==> src/rtl/winner_scan_nxn_if.sv <==
// Move handshake and game status bundle for winner_scan_nxn.
interface winner_scan_nxn_if #(
  parameter int N = 3
);
  localparam int W = $clog2(N);

  logic         move_valid;
  logic         move_ready;
  logic [W-1:0] move_row;
  logic [W-1:0] move_col;
  logic [1:0]   move_player;
  logic         move_err;
  logic         busy;
  logic         done;
  logic         winner;
  logic [1:0]   who;
  logic         draw;
  logic         game_over;

  modport master (
    output move_valid, move_row, move_col, move_player,
    input  move_ready, move_err, busy, done, winner, who, draw, game_over
  );

  modport slave (
    input  move_valid, move_row, move_col, move_player,
    output move_ready, move_err, busy, done, winner, who, draw, game_over
  );
endinterface

==> src/rtl/winner_scan_nxn.sv <==
// N x N board, K-in-a-row winner detector. Owns the board, validates moves,
// then walks the four lines through the placed cell one cell per clock.
module winner_scan_nxn #(
  parameter int N = 3,
  parameter int K = 3
) (
  input  logic clk,
  input  logic rst_n,
  input  logic clear,
  winner_scan_nxn_if.slave game
);
  localparam int W     = $clog2(N);
  localparam int CELLS = N * N;
  localparam int IW    = $clog2(CELLS);
  localparam int CW    = $clog2(CELLS + 1);
  localparam int STEPS = 2 * K - 1;
  localparam int SW    = $clog2(STEPS);
  localparam int RW    = $clog2(K + 1);

  typedef enum logic [1:0] {IDLE, SCAN, DONE} state_t;

  state_t         state, state_nxt;
  logic [1:0]     board [CELLS];
  logic [1:0]     turn;
  logic [1:0]     mover;
  logic [CW-1:0]  count;
  logic [W-1:0]   prow, pcol;
  logic [1:0]     dir;
  logic [SW-1:0]  step;
  logic [RW-1:0]  run;
  logic           win;
  logic           err_q, winner_q, draw_q;
  logic [1:0]     who_q;

  logic           in_range, legal, accept, move_ready;
  logic [IW-1:0]  move_idx;
  logic           on_board, scan_hit, last_step, win_nxt;
  logic [IW-1:0]  scan_idx;
  logic [RW-1:0]  run_nxt;

  assign move_ready = (state == IDLE) && !(winner_q || draw_q);
  assign accept     = game.move_valid && move_ready && legal && !clear;

  // Legality of the offered move against the current board and turn.
  always_comb begin
    in_range = (int'(game.move_row) < N) && (int'(game.move_col) < N);
    move_idx = '0;
    if (in_range) move_idx = IW'(int'(game.move_row) * N + int'(game.move_col));
    legal = in_range && (board[move_idx] == 2'b00) &&
            ((game.move_player == 2'b01) || (game.move_player == 2'b10)) &&
            (game.move_player == turn);
  end

  // Current scan cell: offset -(K-1)..+(K-1) along the active direction.
  always_comb begin
    int dr, dc, off, r, c;
    case (dir)
      2'd0:    begin dr = 0; dc = 1;  end
      2'd1:    begin dr = 1; dc = 0;  end
      2'd2:    begin dr = 1; dc = 1;  end
      default: begin dr = 1; dc = -1; end
    endcase
    off      = int'(step) - (K - 1);
    r        = int'(prow) + dr * off;
    c        = int'(pcol) + dc * off;
    on_board = (r >= 0) && (r < N) && (c >= 0) && (c < N);
    scan_idx = '0;
    if (on_board) scan_idx = IW'(r * N + c);
    scan_hit = on_board && (board[scan_idx] == mover);
    // Step 0 of every direction starts from an empty run.
    run_nxt = '0;
    if (scan_hit) begin
      if (step == '0)            run_nxt = RW'(1);
      else if (run == RW'(K))    run_nxt = run;
      else                       run_nxt = run + 1'b1;
    end
    win_nxt   = win || (run_nxt == RW'(K));
    last_step = (dir == 2'd3) && (step == SW'(STEPS - 1));
  end

  // FSM state register.
  always_ff @(posedge clk or negedge rst_n) begin
    if (!rst_n) state <= IDLE;
    else        state <= state_nxt;
  end

  // FSM next state; clear returns to IDLE from anywhere.
  always_comb begin
    state_nxt = state;
    case (state)
      IDLE:    if (accept) state_nxt = SCAN;
      SCAN:    if (last_step) state_nxt = DONE;
      default: state_nxt = IDLE;
    endcase
    if (clear) state_nxt = IDLE;
  end

  // Board, turn, scan datapath and sticky result flags.
  always_ff @(posedge clk or negedge rst_n) begin
    if (!rst_n) begin
      for (int unsigned i = 0; i < CELLS; i++) board[i] <= '0;
      turn <= 2'b01; mover <= '0; count <= '0; prow <= '0; pcol <= '0;
      dir <= '0; step <= '0; run <= '0; win <= 1'b0;
      err_q <= 1'b0; winner_q <= 1'b0; draw_q <= 1'b0; who_q <= '0;
    end else if (clear) begin
      for (int unsigned i = 0; i < CELLS; i++) board[i] <= '0;
      turn <= 2'b01; mover <= '0; count <= '0; prow <= '0; pcol <= '0;
      dir <= '0; step <= '0; run <= '0; win <= 1'b0;
      err_q <= 1'b0; winner_q <= 1'b0; draw_q <= 1'b0; who_q <= '0;
    end else begin
      err_q <= game.move_valid && move_ready && !legal;
      case (state)
        IDLE: if (accept) begin
          board[move_idx] <= game.move_player;
          count <= count + 1'b1;
          turn  <= ~turn;
          mover <= game.move_player;
          prow  <= game.move_row;
          pcol  <= game.move_col;
          dir   <= '0;
          step  <= '0;
          run   <= '0;
          win   <= 1'b0;
        end
        SCAN: begin
          run <= run_nxt;
          win <= win_nxt;
          if (step == SW'(STEPS - 1)) begin
            step <= '0;
            dir  <= dir + 1'b1;
          end else begin
            step <= step + 1'b1;
          end
          // Result flags land on the same edge that enters DONE.
          if (last_step) begin
            if (win_nxt) begin
              winner_q <= 1'b1;
              who_q    <= mover;
            end else if (count == CW'(CELLS)) begin
              draw_q <= 1'b1;
            end
          end
        end
        default: ;
      endcase
    end
  end

  assign game.move_ready = move_ready;
  assign game.move_err   = err_q;
  assign game.busy       = (state == SCAN);
  assign game.done       = (state == DONE);
  assign game.winner     = winner_q;
  assign game.who        = who_q;
  assign game.draw       = draw_q;
  assign game.game_over  = winner_q || draw_q;
endmodule

==> src/flat_wrapper.sv <==
// flat-port wrapper written by rule: the top's interface ports become plain ports
module winner_scan_nxn_flat 
#(
  parameter int N = 3,
  parameter int K = 3
)
  (clk, rst_n, clear, game_move_valid, game_move_row, game_move_col, game_move_player, game_move_ready, game_move_err, game_busy, game_done, game_winner, game_who, game_draw, game_game_over);
  winner_scan_nxn_if #(.N(N)) game_i ();
  input  logic clk;
  input  logic rst_n;
  input  logic clear;
  input wire logic [$bits(game_i.move_valid)-1:0] game_move_valid;
  input wire logic [$bits(game_i.move_row)-1:0] game_move_row;
  input wire logic [$bits(game_i.move_col)-1:0] game_move_col;
  input wire logic [$bits(game_i.move_player)-1:0] game_move_player;
  output wire logic [$bits(game_i.move_ready)-1:0] game_move_ready;
  output wire logic [$bits(game_i.move_err)-1:0] game_move_err;
  output wire logic [$bits(game_i.busy)-1:0] game_busy;
  output wire logic [$bits(game_i.done)-1:0] game_done;
  output wire logic [$bits(game_i.winner)-1:0] game_winner;
  output wire logic [$bits(game_i.who)-1:0] game_who;
  output wire logic [$bits(game_i.draw)-1:0] game_draw;
  output wire logic [$bits(game_i.game_over)-1:0] game_game_over;
  assign game_i.move_valid = game_move_valid;
  assign game_i.move_row = game_move_row;
  assign game_i.move_col = game_move_col;
  assign game_i.move_player = game_move_player;
  assign game_move_ready = game_i.move_ready;
  assign game_move_err = game_i.move_err;
  assign game_busy = game_i.busy;
  assign game_done = game_i.done;
  assign game_winner = game_i.winner;
  assign game_who = game_i.who;
  assign game_draw = game_i.draw;
  assign game_game_over = game_i.game_over;
  winner_scan_nxn #(.N(N), .K(K)) u_core (.clk(clk), .rst_n(rst_n), .clear(clear), .game(game_i));
endmodule
==> config.mk <==
export PLATFORM = sky130hd
export DESIGN_NAME = winner_scan_nxn_flat
export DESIGN_NICKNAME = d
export VERILOG_FILES = /design/src/rtl/winner_scan_nxn_if.sv /design/src/rtl/winner_scan_nxn.sv /design/src/flat_wrapper.sv
export SDC_FILE = /design/constraint.sdc
export NUM_CORES = 1
export LEC_CHECK = 0
export CAP_MARGIN = 25
export CORE_MARGIN = 2
export CORE_UTILIZATION = 39
export CTS_CLUSTER_SIZE = 8
export DETAILED_ROUTE_END_ITERATION = 6
export SLEW_MARGIN = 40
export SYNTH_ARGS = -nofsm -noshare
export SYNTH_HDL_FRONTEND = slang
export SYNTH_SLANG_ARGS = --single-unit
==> constraint.sdc <==
create_clock -name clk -period 6 [get_ports clk]
set_clock_uncertainty 0.1 [all_clocks]
set_input_delay 1.2 -clock clk [delete_from_list [all_inputs] [get_ports clk]]
set_output_delay 1.2 -clock clk [all_outputs]
set_load 0.02 [all_outputs]
==> results of run 1 <==
## metrics by stage
stage	instances	hold WS (ns)	TNS [ns]
after floorplan	415	0.356	-0.000322
after global placement	581	0.377	-1.36
after detailed placement	581	0.390	-2.04
after CTS	594	0.408	-0.193
after global routing	602	0.439	-2.09
final	602	0.405	-0.866
## per-layer routing
metal / share of wire / wire length (um) / up-vias / GRT usage
li1: - / - / 1626 / -
met1: 0.47 / 4330 / 1590 / 0.235
met2: 0.49 / 4480 / 43 / 0.301
met3: 0.022 / 199 / 9 / 0.0170
met4: 0.013 / 123 / 0 / 0.0396
met5: 0 / 0 / - / 0
## Yosys cell counts (9+ instances only)
cell	instances	area, um2
nor3_1	9	45.0
dfrtp_1	44	1100
nand2b_1	13	81.3
fa_1	9	180
inv_1	32	120
a22o_1	18	158
ha_1	50	626
nand2_1	32	120
a21oi_1	19	95.1
nor2_1	43	161
mux2i_1	10	100
a21o_1	9	67.6
o21ai_0	14	70.1
## final cells by class
type / count / area [um2] / area share
clock buffer: 6 / 82.6 / 0.0174
clock inverter: 2 / 37.5 / 0.00789
inverter: 33 / 126 / 0.0266
multi-input combinational: 327 / 2760 / 0.580
sequential: 45 / 1130 / 0.237
tap: 133 / 166 / 0.0350
timing repair buffer: 56 / 458 / 0.0963
## worst paths after layout
path / startpoint / to / slack [ns]
hold reg to reg: u_core.prow[1] / u_core.prow[1] / 0.40
setup / recovery: u_core.dir[0] / u_core.run[1] / -0.14
hold / removal: u_core.prow[1] / u_core.prow[1] / 0.40
min in group asynchronous: rst_n / u_core.board[4] / 0.79
setup reg to reg: u_core.dir[0] / u_core.run[1] / -0.14
max in group asynchronous: rst_n / u_core.board[9] / 4.61
## logic make-up after synthesis
kind of cell,Yosys count
compound gates,100
xor+xnor,10
flops,45
buf+inv,43
simple gates,146
mux,12
fa+ha+maj,59
## worst min-delay path, stage by stage, from the launching register on
cell and delay, ns:
dfrtp_1 0.36, nand2_1 0.05, o21ai_0 0.06
## power by group
group / leakage (uW) / switching [uW] / internal (uW) / total (uW)
Sequential: 0.000623 / 2.92 / 307 / 309
Clock: 0.0000574 / 110 / 136 / 246
Combinational: 0.00152 / 78.1 / 51.8 / 130
Total: 0.00220 / 191 / 494 / 685
## timing repair
item / 4_1_cts / 5_1_grt
gates cloned: 0 / 0
setup endpoints to repair: 7 / 7
pin swaps: 14 / 21
resized for setup: 19 / 13
buffers inserted: 5 / 8
==> results.ini, run 1 <==
[drt]
drtIter0Drc = 120
drc = 0
num_vias = 3268
drtAntennaViolNets = 0
post_drt_via_cell_ratio = 5.43
wl_mm = 9.13
wl_per_cell_um = 15.2
drt_first_pass_iters = 4

[placement]
dpl_worst_slack_ns = -0.337
postPlaceCellArea_um2 = 4400
port_buffers = 18
gp_congestion = 0.827
dp_hpwl_mm = 6.95

[die]
dieWidth_um = 104
die_h_um = 104
die-area_um2 = 10800
row_count = 36
ios = 19
start_util = 0.398
core_um2 = 9730

[synthesis]
synth_edf_count = 0
synth-compound-area-share = 0.191
synth.distinct_cells = 69
synth_top_family_by_area = adder cells
yosys.area_share.simple = 0.202
muxShareOfSynthArea = 0.0374
ys_seq_area_frac = 0.291
synth_ff_type = dfrtp_1
synth_area_um2 = 3880
syn_nets = 484
netlist_instances = 415
yosys_warnings = 0
syn_area_per_cell_um2 = 9.34
async_flop_share = 1.00
synth_xor_xnor_area_share = 0.0291
ys_seq_elements = 45
synthAdderAreaFrac = 0.208

[grt]
grt_pass1_wl_mm = 15.6
overflow = 0
track_usage = 0.174
antenna_found_initial = 0
grt_max_degree = 46
grt_pass1_vias = 3250

[sta]
hold_violations = 0
min_period_over_period = 1.02
tightest_slew_ns = 0.780
setup_violations = 7
relSlewSlack = 0.465
finalCriticalPeriod_ns = 6.14
setup_ws_ns = -0.139
slew_viol_final = 0
grt_setup_unrepaired = true
clock.fmax_mhz = 163

[final_layout]
final_core_util = 0.489
top_regs = u_core.board: 18 flops, u_core.count: 4 flops, u_core.step: 3 flops
largest_register = u_core.board
layout-drive-gt1-share = 0.211
areaGrowthSynthToFinish_pct = 22.7
largest_reg_flops = 18
n_antenna_cell = 0
fin_area_um2 = 4760
fillerInstances = 967
layout_common_cells = ha_1 (44), dfrtp_1 (44), buf_4 (39), nor2_1 (38), nand2_1 (31)
fin_nets = 537

[power_and_ir_drop]
p_leak_uw = 0.00220
total_power_uw = 685
irDropWorstVdd_uv = 169
pwr_density_cell_nw_per_um2 = 144

[critical_path]
critical-path-top-delay-family = adder cells
cp.required_ns = 6.10
path_cells = ha_2, inv_4, nor2_4, fa_1, fa_1, fa_1, ha_4, o21ai_2, o21bai_1, a21oi_2, nor2b_1, nor2_2, o21ai_1, ha_1, nor4b_2, nand4_1, a211oi_2, or4b_4, or3_1, o221a_4, o21ai_4, a221oi_2, o22a_1
arrival_ns = 6.24
path_common_cell = fa_1
worst-path-max-fanout = 6
cp.depth = 23
start_kind = register
r2r_cells = 23
cp_slowest_stage_delay_ns = 0.57
worst-setup-path-type = reg -> reg
path_buf_inv = 1
cp_slowest_cell = fa_1
end_kind = register

[cts]
root_buffer = clkbuf_8
clk_pin_slew_ns = 0.09
cts.sinks = 45
tritoncts = done
cts_hold_buf = 0
cts_inserted_buffers = 5
clkLatencyLatePin_ns = 0.30
cts_max_path_buffers = 2
cts_htree_levels = 2

[outcome]
violations = setup timing
status = complete, but fails checks

[worst_hold_path]
worst_hold_path_type = reg -> reg
worstHoldPathCells = 2

[run]
cap_viol_max_count = 0

Power figures use the tool's default switching activity.
==> run 2: changes to the inputs <==
--- a/config.mk
+++ b/config.mk
@@ -10,6 +10,7 @@
 export CORE_UTILIZATION = 39
 export CTS_CLUSTER_SIZE = 8
 export DETAILED_ROUTE_END_ITERATION = 6
+export REMOVE_ABC_BUFFERS = 1
 export SLEW_MARGIN = 40
 export SYNTH_ARGS = -nofsm -noshare
 export SYNTH_HDL_FRONTEND = slang
==> run 2 against run 1 <==
The run still ends with setup timing left. Sequential power is essentially flat. Register-to-register slack is essentially flat. Sequential share of layout area shrank 0.61 points. Largest power group unchanged. Combinational power grew 4%. Critical path type unchanged. Setup slack gained 0.0095 ns. Maximum frequency grew 0.16%. Count of clock-buffer cells in the layout grew 1. Global-route usage grew 0.88 points. Clock power shrank 2%. Power is essentially flat. First-iteration DRC count shrank 2.5%. Routed wire length grew 3.8%.
==> results.ini, run 2 (synthesized netlist as in run 1, its figures left out) <==
[outcome]
status = complete, but fails checks  ; unchanged
violations = setup timing  ; unchanged

[sta]
fin_tns_setup_ns = -0.622  ; was -0.866 ns
finalCriticalPeriod_ns = 6.13  ; was 6.14 ns
min_period_over_period = 1.02  ; about the same
hold_violations = 0  ; unchanged
tightest_slew_ns = 0.852  ; was 0.780 ns
relSlewSlack = 0.416  ; was 0.465
slew_viol_final = 0  ; unchanged
setup_violations = 7  ; unchanged
setup_ws_ns = -0.129  ; was -0.139 ns
clock.fmax_mhz = 163  ; about the same
grt_setup_unrepaired = true  ; unchanged

[critical_path]
startpoint = u_core.dir[0]  ; unchanged
start_kind = register  ; unchanged
end_kind = register  ; unchanged
worst-path-max-fanout = 6  ; unchanged
worst-setup-path-type = reg -> reg  ; unchanged
r2r-start = u_core.dir[0]  ; unchanged
cp.required_ns = 6.10  ; about the same
arrival_ns = 6.23  ; was 6.24 ns

[grt]
grt_pass1_wl_mm = 16.4  ; was 15.6 mm
overflow = 0  ; unchanged
grt_max_degree = 46  ; unchanged
track_usage = 0.182  ; was 0.174
antenna_found_initial = 0  ; unchanged
grt_pass1_vias = 3370  ; was 3250

[die]
start_util = 0.398  ; unchanged
row_count = 36  ; unchanged
dieWidth_um = 104  ; unchanged
die-area_um2 = 10800  ; unchanged
die_h_um = 104  ; unchanged
core_um2 = 9730  ; unchanged
ios = 19  ; unchanged

[final_layout]
largest_register = u_core.board  ; unchanged
fillerInstances = 939  ; was 967
n_antenna_cell = 0  ; unchanged
mostFrequentLayoutCell = dfrtp_1
layout_common_cells = dfrtp_1 (42), nor2_1 (40), ha_1 (40), buf_4 (40), nand2_1 (31)  ; was ha_1 (44), dfrtp_1 (44), buf_4 (39), nor2_1 (38), nand2_1 (31)
top_regs = u_core.board: 18 flops, u_core.count: 4 flops, u_core.step: 3 flops  ; unchanged
largest_reg_flops = 18  ; unchanged
layout-drive-gt1-share = 0.245  ; was 0.211
areaGrowthSynthToFinish_pct = 26.2  ; was 22.7%
fin_nets = 538  ; was 537

[power_and_ir_drop]
irDropWorstVdd_uv = 152  ; was 169 uV
pwr_density_cell_nw_per_um2 = 140  ; was 144 nW/um2
p_leak_uw = 0.00220  ; about the same
total_power_uw = 685  ; about the same

[cts]
cts_max_path_buffers = 2  ; unchanged
cts.sinks = 45  ; unchanged
cts_hold_buf = 0  ; unchanged
cts_htree_levels = 2  ; unchanged
cts_inserted_buffers = 5  ; unchanged
clkLatencyLatePin_ns = 0.29  ; was 0.30 ns
root_buffer = clkbuf_8  ; unchanged
tritoncts = done  ; unchanged
clk_pin_slew_ns = 0.09  ; about the same

[worst_hold_path]
hold_start = u_core.prow[1]  ; unchanged
worst_hold_path_type = reg -> reg  ; unchanged

[placement]
port_buffers = 18  ; unchanged
gp_congestion = 0.838  ; was 0.827
dp_hpwl_mm = 6.98  ; was 6.95 mm

[drt]
drt_first_pass_iters = 4  ; unchanged
wl_per_cell_um = 15.7  ; was 15.2 um
post_drt_via_cell_ratio = 5.35  ; was 5.43
drc = 0  ; unchanged
wl_mm = 9.47  ; was 9.13 mm
num_vias = 3225  ; was 3268
drtIter0Drc = 117  ; was 120
drtAntennaViolNets = 0  ; unchanged

[run]
cap_viol_max_count = 0  ; unchanged

==> run 2: stage by stage <==
stage	worst slack [ns]	utilization	hold slack, ns	area, um2	cells
after detailed placement	-0.535	0.450	0.387	4380	583
after global routing	-0.355	0.503	0.429	4890	603
after floorplan	-0.248	-	0.356	3840	405
after global placement	-0.345	0.450	0.378	4380	583
after CTS	-0.0705	0.488	0.402	4740	600
final	-0.129	0.503	0.397	4890	603
==> run 2: metal layers <==
layer | vias to the layer above | track usage | part of all wire
met5 | - | 0 | 0
met4 | 0 | 0.0454 | 0.0073
met3 | 4 | 0.0176 | 0.020
met2 | 33 | 0.315 | 0.51
met1 | 1558 | 0.247 | 0.47
li1 | 1630 | - | -
==> run 2: repair_timing <==
| action | in CTS | in global routing |
|---|---|---|
| buffers inserted | 9 | 3 |
| endpoints found under the setup margin | 7 | 7 |
| endpoints found under the hold margin | 0 | 0 |
| gates resized for setup | 38 | 26 |
| pin swaps | 19 | 14 |
==> run 2: worst max-delay path, cell delays in order, from the launching register on <==
cell and delay, ns:
dfrtp_2 0.45, ha_4 0.19, inv_6 0.07, nor2_4 0.04
fa_1 0.49, fa_1 0.53, fa_2 0.46, ha_4 0.20
nor2_1 0.19, a21oi_4 0.08, and2_4 0.14, o21ai_2 0.10
nand2b_1 0.11, ha_2 0.19, nand2b_4 0.14, ha_4 0.23
nor4b_2 0.24, o211ai_1 0.14, a211oi_2 0.20, or4b_4 0.55
or3_4 0.36, o221a_4 0.28, o21ai_4 0.23, a21oi_2 0.09
o32ai_2 0.24
==> run 2: worst paths after layout <==
check / slack [ns] / to / cells after the start
min: 0.40 / u_core.prow[1] / 2
max in group asynchronous: 4.58 / u_core.dir[0] / 1
min reg2reg: 0.40 / u_core.prow[1] / 2
max: -0.13 / u_core.game.draw / 24
max reg2reg: -0.13 / u_core.game.draw / 24
min in group asynchronous: 0.80 / u_core.board[6] / 1
==> run 2: where the power goes <==
| group | leakage [uW] | switching, uW | internal [uW] | total, uW |
|---|---|---|---|---|
| Clock | 0.0000585 | 105 | 136 | 241 |
| Combinational | 0.00152 | 80.7 | 54.3 | 135 |
| Sequential | 0.000620 | 2.92 | 306 | 309 |
==> run 2: final cells by class <==
class	instances	area, um2	area share
Multi-Input combinational cell	327	2890	0.590
Clock buffer	7	86.3	0.0176
Timing Repair Buffer	57	465	0.0951
Clock inverter	1	30.0	0.00614
Tap cell	133	166	0.0340
Sequential cell	45	1130	0.231
Inverter	33	129	0.0263
==> run 3: changes to the inputs <==
--- a/config.mk
+++ b/config.mk
@@ -11,7 +11,7 @@
 export CTS_CLUSTER_SIZE = 8
 export DETAILED_ROUTE_END_ITERATION = 6
 export REMOVE_ABC_BUFFERS = 1
-export SLEW_MARGIN = 40
+export SLEW_MARGIN = 10
 export SYNTH_ARGS = -nofsm -noshare
 export SYNTH_HDL_FRONTEND = slang
 export SYNTH_SLANG_ARGS = --single-unit
==> run 3 against run 2 <==
The flow still finishes with violations (setup timing). Sequential share of layout area hardly changed. Count of clock-buffer cells in the layout stayed put. Sequential power hardly changed. Combinational power hardly changed. Setup slack worse by 0.018 ns. Largest cell class unchanged. Critical path depth is 1 lower. Flip-flop and latch count stayed put. Largest power group unchanged.
==> results.ini, run 3 (synthesized netlist as in run 1, its figures left out) <==
[die]
ios = 19  ; unchanged
core_um2 = 9730  ; unchanged
die_h_um = 104  ; unchanged
start_util = 0.398  ; unchanged
row_count = 36  ; unchanged
die-area_um2 = 10800  ; unchanged
dieWidth_um = 104  ; unchanged

[power_and_ir_drop]
pwr_density_cell_nw_per_um2 = 141  ; was 140 nW/um2
p_leak_uw = 0.00221  ; was 0.00220 uW
total_power_uw = 688  ; was 685 uW
irDropWorstVdd_uv = 155  ; was 152 uV

[grt]
grt_pass1_wl_mm = 16.4  ; about the same
antenna_found_initial = 0  ; unchanged
grt_pass1_vias = 3381  ; was 3370
grt_max_degree = 46  ; unchanged
overflow = 0  ; unchanged
track_usage = 0.183  ; was 0.182

[sta]
min_period_over_period = 1.02  ; about the same
clock.fmax_mhz = 163  ; about the same
grt_setup_unrepaired = true  ; unchanged
setup_violations = 7  ; unchanged
hold_violations = 0  ; unchanged
tightest_slew_ns = 0.890  ; was 0.852 ns
slew_viol_final = 0  ; unchanged
relSlewSlack = 0.390  ; was 0.416
hold_slack_ns = 0.394  ; was 0.397 ns
finalCriticalPeriod_ns = 6.15  ; was 6.13 ns
setup_ws_ns = -0.147  ; was -0.129 ns

[final_layout]
fillerInstances = 930  ; was 939
multiInputGateArea_um2 = 2870  ; was 2890 um2
top_regs = u_core.board: 18 flops, u_core.count: 4 flops, u_core.step: 3 flops  ; unchanged
layout-drive-gt1-share = 0.232  ; was 0.245
fin_nets = 538  ; unchanged
largest_reg_flops = 18  ; unchanged
areaGrowthSynthToFinish_pct = 26.0  ; was 26.2%
n_antenna_cell = 0  ; unchanged
final_core_util = 0.502  ; was 0.503
largest_register = u_core.board  ; unchanged
regArea_um2 = 1130  ; about the same
finalNonFillerCells = 603  ; unchanged
fin_area_um2 = 4890  ; about the same
layout_common_cells = dfrtp_1 (44), ha_1 (43), nor2_1 (39), buf_4 (38), nand2_1 (31)  ; was dfrtp_1 (42), nor2_1 (40), ha_1 (40), buf_4 (40), nand2_1 (31)
mostFrequentLayoutCell = dfrtp_1  ; unchanged

[critical_path]
cp_slowest_stage_delay_ns = 0.55  ; about the same
worst-path-max-fanout = 6  ; unchanged
cp_slowest_cell = or4b_4  ; unchanged
end_kind = register  ; unchanged
critical-path-top-delay-family = adder cells  ; unchanged
arrival_ns = 6.25  ; was 6.23 ns
cp.required_ns = 6.10  ; about the same
worst-setup-path-type = reg -> reg  ; unchanged
path_buf_inv = 1  ; unchanged
start_kind = register  ; unchanged
path_cells = inv_2, ha_2, and2_4, fa_1, fa_1, fa_2, ha_4, a211oi_4, o21bai_1, a21oi_2, nor2b_2, nor2_4, o21ai_2, ha_1, nor4b_2, nand4_1, a211oi_2, or4b_4, or3_4, o221a_4, o21ai_4, a21oi_2, o32ai_2  ; was ha_4, inv_6, nor2_4, fa_1, fa_1, fa_2, ha_4, nor2_1, a21oi_4, and2_4, o21ai_2, nand2b_1, ha_2, nand2b_4, ha_4, nor4b_2, o211ai_1, a211oi_2, or4b_4, or3_4, o221a_4, o21ai_4, a21oi_2, o32ai_2

[drt]
wl_met1_mm = 4.34  ; was 4.43 mm
num_vias = 3296  ; was 3225
wl_per_cell_um = 15.8  ; was 15.7 um
drtAntennaViolNets = 0  ; unchanged
wl_mm = 9.56  ; was 9.47 mm
dr.max_layer_used = met4  ; unchanged
post_drt_via_cell_ratio = 5.47  ; was 5.35
wl_met2_mm = 4.84  ; was 4.79 mm
drtIter0Drc = 140  ; was 117
drt_first_pass_iters = 5  ; was 4
drc = 0  ; unchanged
met3_length_um = 246  ; was 185 um

[cts]
cts_htree_levels = 2  ; unchanged
cts_inserted_buffers = 5  ; unchanged
clkLatencyLatePin_ns = 0.30  ; was 0.29 ns
root_buffer = clkbuf_8  ; unchanged
tritoncts = done  ; unchanged
cts_max_path_buffers = 2  ; unchanged
clk_pin_slew_ns = 0.09  ; about the same
cts.sinks = 45  ; unchanged

[placement]
dp_hpwl_mm = 7.00  ; was 6.98 mm
postPlaceCellArea_um2 = 4380  ; about the same
gp_congestion = 0.838  ; unchanged
placed_cells = 583  ; unchanged
port_buffers = 18  ; unchanged

[outcome]
violations = setup timing  ; unchanged
status = complete, but fails checks  ; unchanged

[worst_hold_path]
worst_hold_path_type = reg -> reg  ; unchanged

[run]
cap_viol_max_count = 0  ; unchanged

run 3: worst paths after layout:
path                            slack (ns)            from  cells after the start                to
worst min-delay path                  0.39  u_core.prow[1]                      2    u_core.prow[1]
min in group asynchronous             0.70           rst_n                      1   u_core.board[6]
worst min register to register        0.39  u_core.prow[1]                      2    u_core.prow[1]
worst max-delay path                 -0.15   u_core.dir[1]                     23  u_core.game.draw
worst max register to register       -0.15   u_core.dir[1]                     23  u_core.game.draw
max in group asynchronous             4.54           rst_n                      2    u_core.turn[0]
run 3: routing by layer:
layer | track usage | vias to the layer above
li1 | - | 1631
met1 | 0.244 | 1604
met2 | 0.317 | 51
met3 | 0.0170 | 10
met4 | 0.0521 | 0
met5 | 0 | -
run 3: through the flow:
step | setup TNS [ns] | setup WS [ns]
2_1_floorplan | -1.41 | -0.248
5_1_grt | -2.28 | -0.371
3_5_place_dp | -3.60 | -0.543
3_3_place_gp | -2.22 | -0.345
6_report | -0.798 | -0.147
4_1_cts | -0.397 | -0.0774
run 3: report_power, final:
group | switching (uW) | internal, uW
sequential | 3.00 | 306
clock | 105 | 136
combinational | 81.7 | 55.7
total | 189 | 498
run 3: worst min-delay path, delay by kind of cell, from the launching register on:
family	cells	cell delay [ns]
compound gates	1	0.06
flops	1	0.36
simple gates	1	0.05
run 3: layout make-up:
class | count | area share
Clock buffer | 7 | 0.0177
Timing Repair Buffer | 57 | 0.0983
Tap cell | 133 | 0.0341
Sequential cell | 45 | 0.231
Inverter | 33 | 0.0264
Clock inverter | 1 | 0.00615
Multi-Input combinational cell | 327 | 0.587
run 3: timing repair:
item                       CTS  global route
hold buffers                 0             0
buffers inserted             8             3
setup endpoints to repair    7             7
pin swaps                   17            13
gates cloned                 0             0
resized for setup           28            30
